$ cat src/rtl/tt_ro_freq_reader.sv
// rtl/tt_ro_freq_reader.sv - ring-oscillator edge counter over a programmable gate window, read out bytewise.
// Optional trailing status byte {overflow, 4'b0, gate_sel} when TT_RO_STATUS_BYTE_EN is defined.
module tt_ro_freq_reader #(
  parameter int SYNC_STAGES = 2,
  parameter int CNT_W       = 16
) (
  input  logic       clk,
  input  logic       rst,
  input  logic       ena,
  input  logic       ro_in,
  input  logic       start,
  input  logic [2:0] gate_sel,
  output logic [7:0] rd_data,
  output logic       rd_valid,
  input  logic       rd_ready,
  output logic       busy
);

  typedef enum logic [2:0] {IDLE, GATE, SEND_LO, SEND_HI, SEND_ST} state_t;

  localparam logic [CNT_W-1:0] CNT_MAX = '1;

  state_t                 state, state_nx;
  logic [SYNC_STAGES-1:0] sync_q;
  logic                   hist_q;
  logic                   edge_pulse;
  logic [2:0]             gsel_q;
  logic [21:0]            win_cnt;
  logic [21:0]            win_last;
  logic [4:0]             win_shift;
  logic [CNT_W-1:0]       cnt;
  logic                   ovf;
  logic                   accept;
  logic                   win_done;

  assign edge_pulse = sync_q[SYNC_STAGES-1] & ~hist_q;
  assign accept     = (state == IDLE) && start && ena;
  // Window is 2^(8+2*gsel) cycles; for gsel=7 the 23-bit length truncates to all-ones last index.
  assign win_shift  = 5'd8 + {1'b0, gsel_q, 1'b0};
  assign win_last   = 22'((23'd1 << win_shift) - 23'd1);
  assign win_done   = (win_cnt == win_last);

  always_ff @(posedge clk or posedge rst) begin
    if (rst) begin
      state   <= IDLE;
      sync_q  <= '0;
      hist_q  <= 1'b0;
      gsel_q  <= '0;
      win_cnt <= '0;
      cnt     <= '0;
      ovf     <= 1'b0;
    end else begin
      state  <= state_nx;
      sync_q <= {sync_q[SYNC_STAGES-2:0], ro_in};
      hist_q <= sync_q[SYNC_STAGES-1];
      if (accept) begin
        gsel_q  <= gate_sel;
        win_cnt <= '0;
        cnt     <= '0;
        ovf     <= 1'b0;
      end else if (state == GATE) begin
        win_cnt <= win_cnt + 22'd1;
        if (edge_pulse) begin
          if (cnt != CNT_MAX) cnt <= cnt + 1'b1;
          else if (!ovf)      ovf <= 1'b1;
        end
      end
    end
  end

  always_comb begin
    state_nx = state;
    rd_valid = 1'b0;
    rd_data  = 8'h00;
    case (state)
      IDLE:    if (accept) state_nx = GATE;
      GATE:    if (win_done) state_nx = SEND_LO;
      SEND_LO: begin
        rd_valid = 1'b1;
        rd_data  = cnt[7:0];
        if (rd_ready) state_nx = SEND_HI;
      end
      SEND_HI: begin
        rd_valid = 1'b1;
        rd_data  = 8'(cnt >> 8);
`ifdef TT_RO_STATUS_BYTE_EN
        if (rd_ready) state_nx = SEND_ST;
`else
        if (rd_ready) state_nx = IDLE;
`endif
      end
`ifdef TT_RO_STATUS_BYTE_EN
      SEND_ST: begin
        rd_valid = 1'b1;
        rd_data  = {ovf, 4'b0000, gsel_q};
        if (rd_ready) state_nx = IDLE;
      end
`endif
      default: state_nx = IDLE;
    endcase
  end

  assign busy = (state != IDLE);

endmodule

$ cat config.mk
export PLATFORM = sky130hd
export DESIGN_NAME = tt_ro_freq_reader
export DESIGN_NICKNAME = d
export VERILOG_FILES = /design/src/rtl/tt_ro_freq_reader.sv
export SDC_FILE = /design/constraint.sdc
export NUM_CORES = 1
export LEC_CHECK = 0
export BUFFER_PORTS_ARGS = -buffer_cell sky130_fd_sc_hd__buf_2
export CAP_MARGIN = 20
export CORE_ASPECT_RATIO = 1.75
export CORE_MARGIN = 3
export CORE_UTILIZATION = 60
export CTS_CLUSTER_DIAMETER = 200
export DETAILED_ROUTE_END_ITERATION = 16
export GPL_TIMING_DRIVEN = 0
export MAX_ROUTING_LAYER = met4
export PLACE_DENSITY = 0.8
export SETUP_SLACK_MARGIN = 0.02
export SYNTH_ARGS = -nofsm -noshare
export SYNTH_HDL_FRONTEND = slang
export SYNTH_SLANG_ARGS = --single-unit
$ cat constraint.sdc
create_clock -name clk -period 2.9 [get_ports clk]
set_input_delay 0.435 -clock clk [delete_from_list [all_inputs] [get_ports clk]]
set_output_delay 0.435 -clock clk [all_outputs]
set_load 0.05 [all_outputs]
Word level (Yosys, flattened, before mapping)
Cells that the tools add are included.
- flip-flop bits (word level): 47
- word-level logic and storage cells: 45
- reduce and logical (&&, ||, !) cells: 10
- add/subtract/negate cells: 4
- equality and inequality tests: 9
- bitwise gates (word level): 2
- muxes and demuxes: 13
- shift-type cells: 1
- operator list (kind ; count):
    16-bit 2-to-1 mux ; 4
    22-bit 2-to-1 mux ; 2
    22-bit by 1-bit adder with 22-bit output (second input constant) ; 1
    22-bit == test ; 1
    1-bit by 5-bit left shift with 22-bit output (first input constant) ; 1
    22-bit by 1-bit subtractor with 22-bit output (second input constant) ; 1
    16-bit by 1-bit adder with 16-bit output (second input constant) ; 1
    16-bit inequality test (second input constant) ; 1
    8-bit one-hot mux with 2 select lines ; 1
    3-bit 2-to-1 mux ; 4
    3-bit one-hot mux with 4 select lines ; 1
    2-bit inequality test (second input constant) ; 4
    3-bit by 2-bit == test with 1-bit output (second input constant) ; 2
    2-bit nonzero test ; 3
    4-bit by 4-bit adder with 5-bit output (first input constant) ; 1
    4-bit AND reduction ; 1
    3-bit by 1-bit == test with 1-bit output (second input constant) ; 1
    3-bit zero test ; 1
    3-bit AND reduction ; 1
    3-bit nonzero test ; 1
    1-bit logical AND ; 2
    2-bit OR reduction ; 1
    1-bit bitwise AND ; 1
    1-bit 2-to-1 mux ; 1
    1-bit NOT ; 1

Depth between registers and ports, before layout
Gate-level depths: netlist (run 1).
- depth in word-level cells: 6
- gate-level depth with buffers: 8
- depth with buffers taken out: 7

Worst setup path after synthesis (run 1)
Ideal clock, no wire load.
- path type: reg2reg
- start point: reg state[1]
- end point: reg cnt[15]
- period minus slack after synthesis: 2.152 ns
- path slack: 0.748 ns
- library setup time: 0.125 ns
- required time: 2.775 ns
- cell stages (with the launch flop): 9
- arrival time: 2.028 ns
- cell sequence: dfrtp_1 inv_1 ha_1 buf_2 nand3b_2 or3_1 nor4_1 nand3_1 mux2_2
- word-level cells in the longest chain between the ends: 5
- ends and longest elaborated chain (item ; RTL line ; RTL):
    start, declared ; 23 ; state_t state, state_nx;
    start signal, assigned ; 53 ; state <= state_nx;
    3-bit zero test ; 37 ; assign accept = (state == IDLE) && start && ena;
    1-bit logical AND (2 in a row) ; 37 ;
    2-bit nonzero test (no line) ; -- ;
    3-bit AND reduction (no line) ; -- ;
    end signal, assigned ; 64 ; if (cnt != CNT_MAX) cnt <= cnt + 1'b1;
    end, declared ; 31 ; logic [CNT_W-1:0] cnt;
Several ways; a longest one is shown, not always the timed one.
A chain may end at the register's enable or synchronous reset.

Worst setup path after layout (run 1)
Ends and elaborated chain as after synthesis.

==> impl_metrics.tcl, run 1 <==
set metrics [dict create \
    drc 0 \
    drt_first_pass_iters 5 \
    ant_nets 0 \
    clock_sinks 46 \
    worst-path-buf-inv 2 \
    p_switching_mw 0.8784 \
    clk_pin_slew_worst_paths_ns 0.09 \
    cp-end-kind "flip-flop" \
    postLayoutCellArea_um2 2846 \
    synth_edf_count 0 \
    cts_resized 0 \
    viasPerCell 6.057 \
    dpl_cell_area_um2 2768 \
    nNetsFinal 318 \
    routabilityCongestion 0.8821 \
    grt_max_degree 40 \
    rows 31 \
    synth-seq-cells 46 \
    syn_inst 277 \
    critPathMaxFanout 10 \
    dp_hpwl_um 4035 \
    path_class "reg -> reg" \
    cp_data_arrival_time_ns 2.65 \
    p_clk_share_pct 17.4 \
    grt_pass1_vias 2166 \
    netlist_area_um2 2596 \
    grt_overflow 0 \
    dr_total_vias 2132 \
    seq_area_frac_synth_pct 44.34 \
    die_w_um 55.73 \
    cts_buffer_depth 2 \
    routedWlPerCell_um 15.58 \
    crit_cells 8 \
    diodes 0 \
    drv_slew 0 \
    worstReg2RegEnd "cnt[15]$_DFFE_PP0P_" \
    critical-path-top-delay-family "simple AND/OR/NAND/NOR gates" \
    ir_drop_uv 532.8 \
    cap_violations 0 \
    numPlacedInstances 345 \
    grt_use_total_pct 23.75 \
    drive_gt1_share_pct 14.52 \
    hold_viol_final 0 \
    post-route-period-util_pct 84.88 \
    path_cells "inv_1 > ha_1 > buf_2 > nand3b_2 > or3_1 > nor4_1 > nand3_1 > mux2_2" \
    routed_wl_um 5483 \
    leakagePower_nw 1.230 \
    rr_startpoint "state[1]$_DFFE_PP0P_" \
    cp_slowest_stage_delay_ns 0.46 \
    core_area_um2 4150 \
    syn2layout_area_growth_pct 9.639 \
    clockRootBuffer "clkbuf_8" \
    fin_crit_ns 2.462 \
    clock_latency_ns 0.30 \
    power_frac_comb_pct 39.5 \
    syn_nets 292 \
    start_kind "flip-flop" \
    power_switching_share_pct 41.04 \
    cts_setup_buffers 0 \
    powerDensity_nw_per_um2 751.9 \
    boundaryPins 19 \
    mostFrequentLayoutCells "48 x nor2_1, 46 x dfrtp_1, 24 x xnor2_1" \
    yosysWarnings 0 \
    relSlewSlack_pct 57.85 \
    reg2reg_depth 8 \
    async_flop_share_pct 100.0 \
    htreeDepth 2 \
    ys_types 46 \
    intPower_mw 1.262 \
    fmax_mhz 406.2 \
    setup_violations 0 \
    numPortBuffers 18 \
    finalClockSkew_ns 0.009356 \
    status "finished, final reports clean" \
    rrSetupSlack_ns 0.44 \
    cts_tree "yes" \
    seqPwrFrac_pct 43.2 \
    ctsHoldBuffers 0 \
    required_ns 3.09 \
    holdCritPathClass "in -> async" \
    design.die.area_um2 5184 \
    stdcell_count 352 \
    grt_pass1_wl_um 9618 \
    rsz0062_at_grt "no" \
    fin_tns_setup_ns 0 \
    avgSynthCellArea_um2 9.373 \
    cts_buffers 5 \
    start_util_pct 62.56 \
    slowest_stage "or3_1" \
    worst_pin_slew_ns 0.6299 \
    final_common_cell "nor2_1" \
    synthFlopType "dfrtp_1" \
    antenna_found_initial 0 \
    drt_iter0_markers 61 \
    die-height_um 93.02 \
]
==> cells by family after synthesis <==
group,Yosys count,synth area share [%]
flip-flops,46,44.34
AO/OA/AOI/OAI,41,11.62
adder cells (fa/ha/maj),6,2.891
multiplexers,8,3.325
AND/OR/NAND/NOR,123,24.14
buffers and inverters,23,3.566
XOR/XNOR,30,10.12
==> cells in the mapped netlist, drive strengths merged, types with 3 or more instances <==
library cell / number / area, µm²
nor2: 48 / 180.2
dfrtp: 46 / 1151
xnor2: 24 / 210.2
nand2: 14 / 52.55
nand3: 12 / 60.06
nor3: 12 / 60.06
inv: 11 / 41.29
a21oi: 9 / 48.80
a22o: 8 / 70.07
nand4: 8 / 50.05
clkbuf: 7 / 26.28
ha: 6 / 75.07
xor2: 6 / 52.55
a211oi: 5 / 37.54
and4: 5 / 45.04
buf: 5 / 25.02
mux2: 5 / 56.30
o21ai: 5 / 25.02
or3: 5 / 31.28
nor2b: 4 / 25.02
or4: 4 / 37.53
mux2i: 3 / 30.03
==> layer usage <==
layer	GRT usage [%]	vias up	wire length (µm)
met5	-	-	0
met4	13.59	0	133
met3	3.315	11	179
met2	41.70	40	3087
met1	25.23	1052	2083
li1	-	1029	-
==> power groups by stage <==
stage / Sequential [mW] / Clock, mW / Combinational (mW)
6_report: 0.924 / 0.371 / 0.845
5_1_grt: 0.947 / 0.410 / 0.939
4_1_cts: 0.922 / 0.381 / 0.849
3_5_place_dp: 0.933 / 0 / 0.847
3_3_place_gp: 0.929 / 0 / 0.809
2_1_floorplan: 0.895 / 0 / 0.672
==> state kept, by name (all words and copies together) (netlist names) <==
name,cells
win_cnt,22
state,2
gsel_q,3
sync_q,2
hist_q,1
cnt,16
==> cell type report <==
type / instances / area [µm²]
clock inverters: 2 / 10.01
inverters: 11 / 41.29
fillers: 350 / 1304
flip-flops and latches: 46 / 1151
plain buffers: 12 / 51.30
clock buffers: 5 / 68.82
multi-input cells: 208 / 1353
well taps: 49 / 61.31
repair buffers: 19 / 110.1
==> how the worst max path moves through the flow <==
stage / startpoint / end / slack (ns)
after floorplan: state[1]$_DFFE_PP0P_ / cnt[15]$_DFFE_PP0P_ / 0.75
after global placement: state[1]$_DFFE_PP0P_ / cnt[15]$_DFFE_PP0P_ / 0.45
after detailed placement: state[1]$_DFFE_PP0P_ / cnt[15]$_DFFE_PP0P_ / 0.47
after CTS: state[1]$_DFFE_PP0P_ / cnt[15]$_DFFE_PP0P_ / 0.45
after global routing: state[1]$_DFFE_PP0P_ / cnt[15]$_DFFE_PP0P_ / 0.24
final: state[1]$_DFFE_PP0P_ / cnt[15]$_DFFE_PP0P_ / 0.44
==> metrics by stage <==
stage / setup slack [ns] / util (%) / hold WS (ns) / power (mW)
after detailed placement: 0.4661 / 66.69 / 0.3434 / 1.780
final: 0.4384 / 68.59 / 0.01966 / 2.140
after global placement: 0.4463 / 66.20 / 0.3343 / 1.738
after global routing: 0.2419 / 68.59 / 0.02483 / 2.297
after floorplan: 0.7476 / - / 0.3312 / 1.567
after CTS: 0.4469 / 68.59 / 0.01986 / 2.152
No activity file was read; power rests on OpenSTA's default activity.
==> run 2: changes to the inputs <==
==> constraint.sdc (replaced) <==
create_clock -name clk -period 2.5 [get_ports clk]
set_input_delay 0.375 -clock clk [delete_from_list [all_inputs] [get_ports clk]]
set_output_delay 0.375 -clock clk [all_outputs]
set_load 0.05 [all_outputs]
==> impl_metrics.tcl, run 2 (synthesis results as in run 1) <==
set metrics [dict create \
    status "finished, final reports clean" \
    power.total_mw 2.490 \
    p_switching_mw 1.024 \
    reg2reg_depth 7 \
    top_register "win_cnt" \
    diodes 0 \
    drv_slew 0 \
    n_fill_cell 344 \
    critPathMaxFanout 10 \
    fin_tns_setup_ns 0 \
    rsz0062_at_grt "yes" \
    mostFrequentLayoutCells "47 x nor2_1, 46 x dfrtp_1, 24 x xnor2_1" \
    grt_pass1_vias 2174 \
    viasPerCell 6.014 \
    clk_pin_slew_worst_paths_ns 0.09 \
    grt_use_total_pct 23.84 \
    syn2layout_area_growth_pct 10.89 \
    htreeDepth 2 \
    final_common_cell "nor2_1" \
    routed_wl_um 5484 \
    power_switching_share_pct 41.14 \
    hold_viol_final 0 \
    holdCritPathClass "in -> reg" \
    largest_reg_flops 22 \
    boundaryPins 19 \
    drc 0 \
    intPower_mw 1.466 \
    dr_total_vias 2123 \
    drive_gt1_share_pct 15.46 \
    clock_latency_ns 0.30 \
    numPortBuffers 18 \
    fmax_mhz 436.5 \
    worst_pin_slew_ns 0.5920 \
    rows 31 \
    powerDensity_nw_per_um2 865.0 \
    cts_buffer_depth 2 \
    holdPathStages 1 \
    multi_input_area_um2 1375 \
    design.die.area_um2 5184 \
    clockRootBuffer "clkbuf_8" \
    seqPwrFrac_pct 43.0 \
    cts_buffers 5 \
    path_class "reg -> reg" \
    grt_pass1_wl_um 9660 \
    cap_violations 0 \
    routedWlPerCell_um 15.54 \
    routabilityCongestion 0.8821 \
    dp_hpwl_um 4035 \
    p_clk_share_pct 17.4 \
    ir_drop_uv 701.7 \
    drt_first_pass_iters 4 \
    largest_registers "win_cnt: 22 flops, cnt: 16 flops, gsel_q: 3 flops" \
    power_frac_comb_pct 39.5 \
    finalClockSkew_ns 0.009892 \
    nNetsFinal 319 \
    grt_overflow 0 \
    die_w_um 55.73 \
    required_ns 2.70 \
    cts_tree "yes" \
    start_util_pct 62.56 \
    setup_violations 0 \
    ant_nets 0 \
    leakagePower_nw 1.235 \
    fin_crit_ns 2.291 \
    clock_sinks 46 \
    die-height_um 93.02 \
    cp_data_arrival_time_ns 2.49 \
    post-route-period-util_pct 91.64 \
    antenna_found_initial 0 \
    relSlewSlack_pct 59.51 \
    core_area_um2 4150 \
    ff_latch_area_um2 1151 \
    start_kind "flip-flop" \
    grt_max_degree 40 \
    drt_iter0_markers 56 \
    cp-end-kind "flip-flop" \
]
-- run 2: cell count changes in the layout (fill, tap and decap cells not counted) --
cell,before,now
nor4_4,0,1
dlygate4sd3_1,0,1
nor2_2,0,1
buf_1,0,1
or3_4,0,1
or3_1,5,4
nor2_1,48,47
clkbuf_1,7,6
nor4_1,2,1
-- run 2: layout make-up --
| cell class | count | share of cell area [%] |
|---|---|---|
| Buffer | 12 | 1.782 |
| Sequential cell | 46 | 39.98 |
| Clock inverter | 2 | 0.3477 |
| Inverter | 11 | 1.434 |
| Tap cell | 49 | 2.130 |
| Multi-Input combinational cell | 208 | 47.76 |
| Timing Repair Buffer | 20 | 4.172 |
| Clock buffer | 5 | 2.390 |
-- run 2: path summary, 6_finish.rpt --
| path | start | end | slack, ns |
|---|---|---|---|
| worst max-delay path | cnt[0]$_DFFE_PP0P_ | cnt[8]$_DFFE_PP0P_ | 0.21 |
| worst min-delay path | ro_in | sync_q[0]$_DFF_PP0_ | 0.18 |
| worst max register to register | cnt[0]$_DFFE_PP0P_ | cnt[8]$_DFFE_PP0P_ | 0.21 |
| worst min register to register | sync_q[0]$_DFF_PP0_ | sync_q[1]$_DFF_PP0_ | 0.35 |
| max in group asynchronous | rst | win_cnt[14]$_DFFE_PP0P_ | 1.53 |
| min in group asynchronous | rst | hist_q$_DFF_PP0_ | 0.51 |
-- run 2: through the flow --
step | setup WS [ns] | area (µm²) | cells | hold slack [ns] | utilization (%)
after floorplan | 0.3476 | 2596 | 277 | 0.3312 | -
final | 0.2090 | 2879 | 353 | 0.1848 | 69.37
after CTS | 0.04688 | 2856 | 353 | 0.1795 | 68.83
after global placement | 0.04630 | 2748 | 344 | 0.3343 | 66.20
after global routing | 0.01881 | 2879 | 353 | 0.1825 | 69.37
after detailed placement | 0.06612 | 2768 | 345 | 0.2858 | 66.69
-- run 2: what timing repair did --
| action | 4_1_cts | 5_1_grt |
|---|---|---|
| resized for setup | 0 | 5 |
| endpoints found under the hold margin | 7 | 0 |
| hold buffers | 1 | 0 |
| endpoints found under the setup margin | 0 | 31 |
| buffers inserted | 0 | 0 |
-- run 2: critical path: stages (launching register included) --
cell     delay, ns
dfrtp_1       0.43
ha_1          0.30
nand2_1       0.10
nor3_1        0.23
buf_1         0.41
a21oi_1       0.23
nand3_1       0.16
mux2_2        0.33
-- run 2: power groups by stage --
stage	sequential (mW)	clock (mW)	combinational (mW)
2_1_floorplan	1.04	0	0.780
3_3_place_gp	1.08	0	0.939
3_5_place_dp	1.08	0	0.982
4_1_cts	1.07	0.441	0.987
5_1_grt	1.10	0.476	1.10
6_report	1.07	0.434	0.985
-- run 2: layer usage --
metal	share of wire, %	global-route usage (%)	routed length [µm]	vias up
met5	0	-	0	-
met4	2.8	13.59	153	0
met3	3.2	3.315	177	13
met2	56	41.90	3064	45
met1	38	25.32	2088	1032
li1	-	-	-	1033
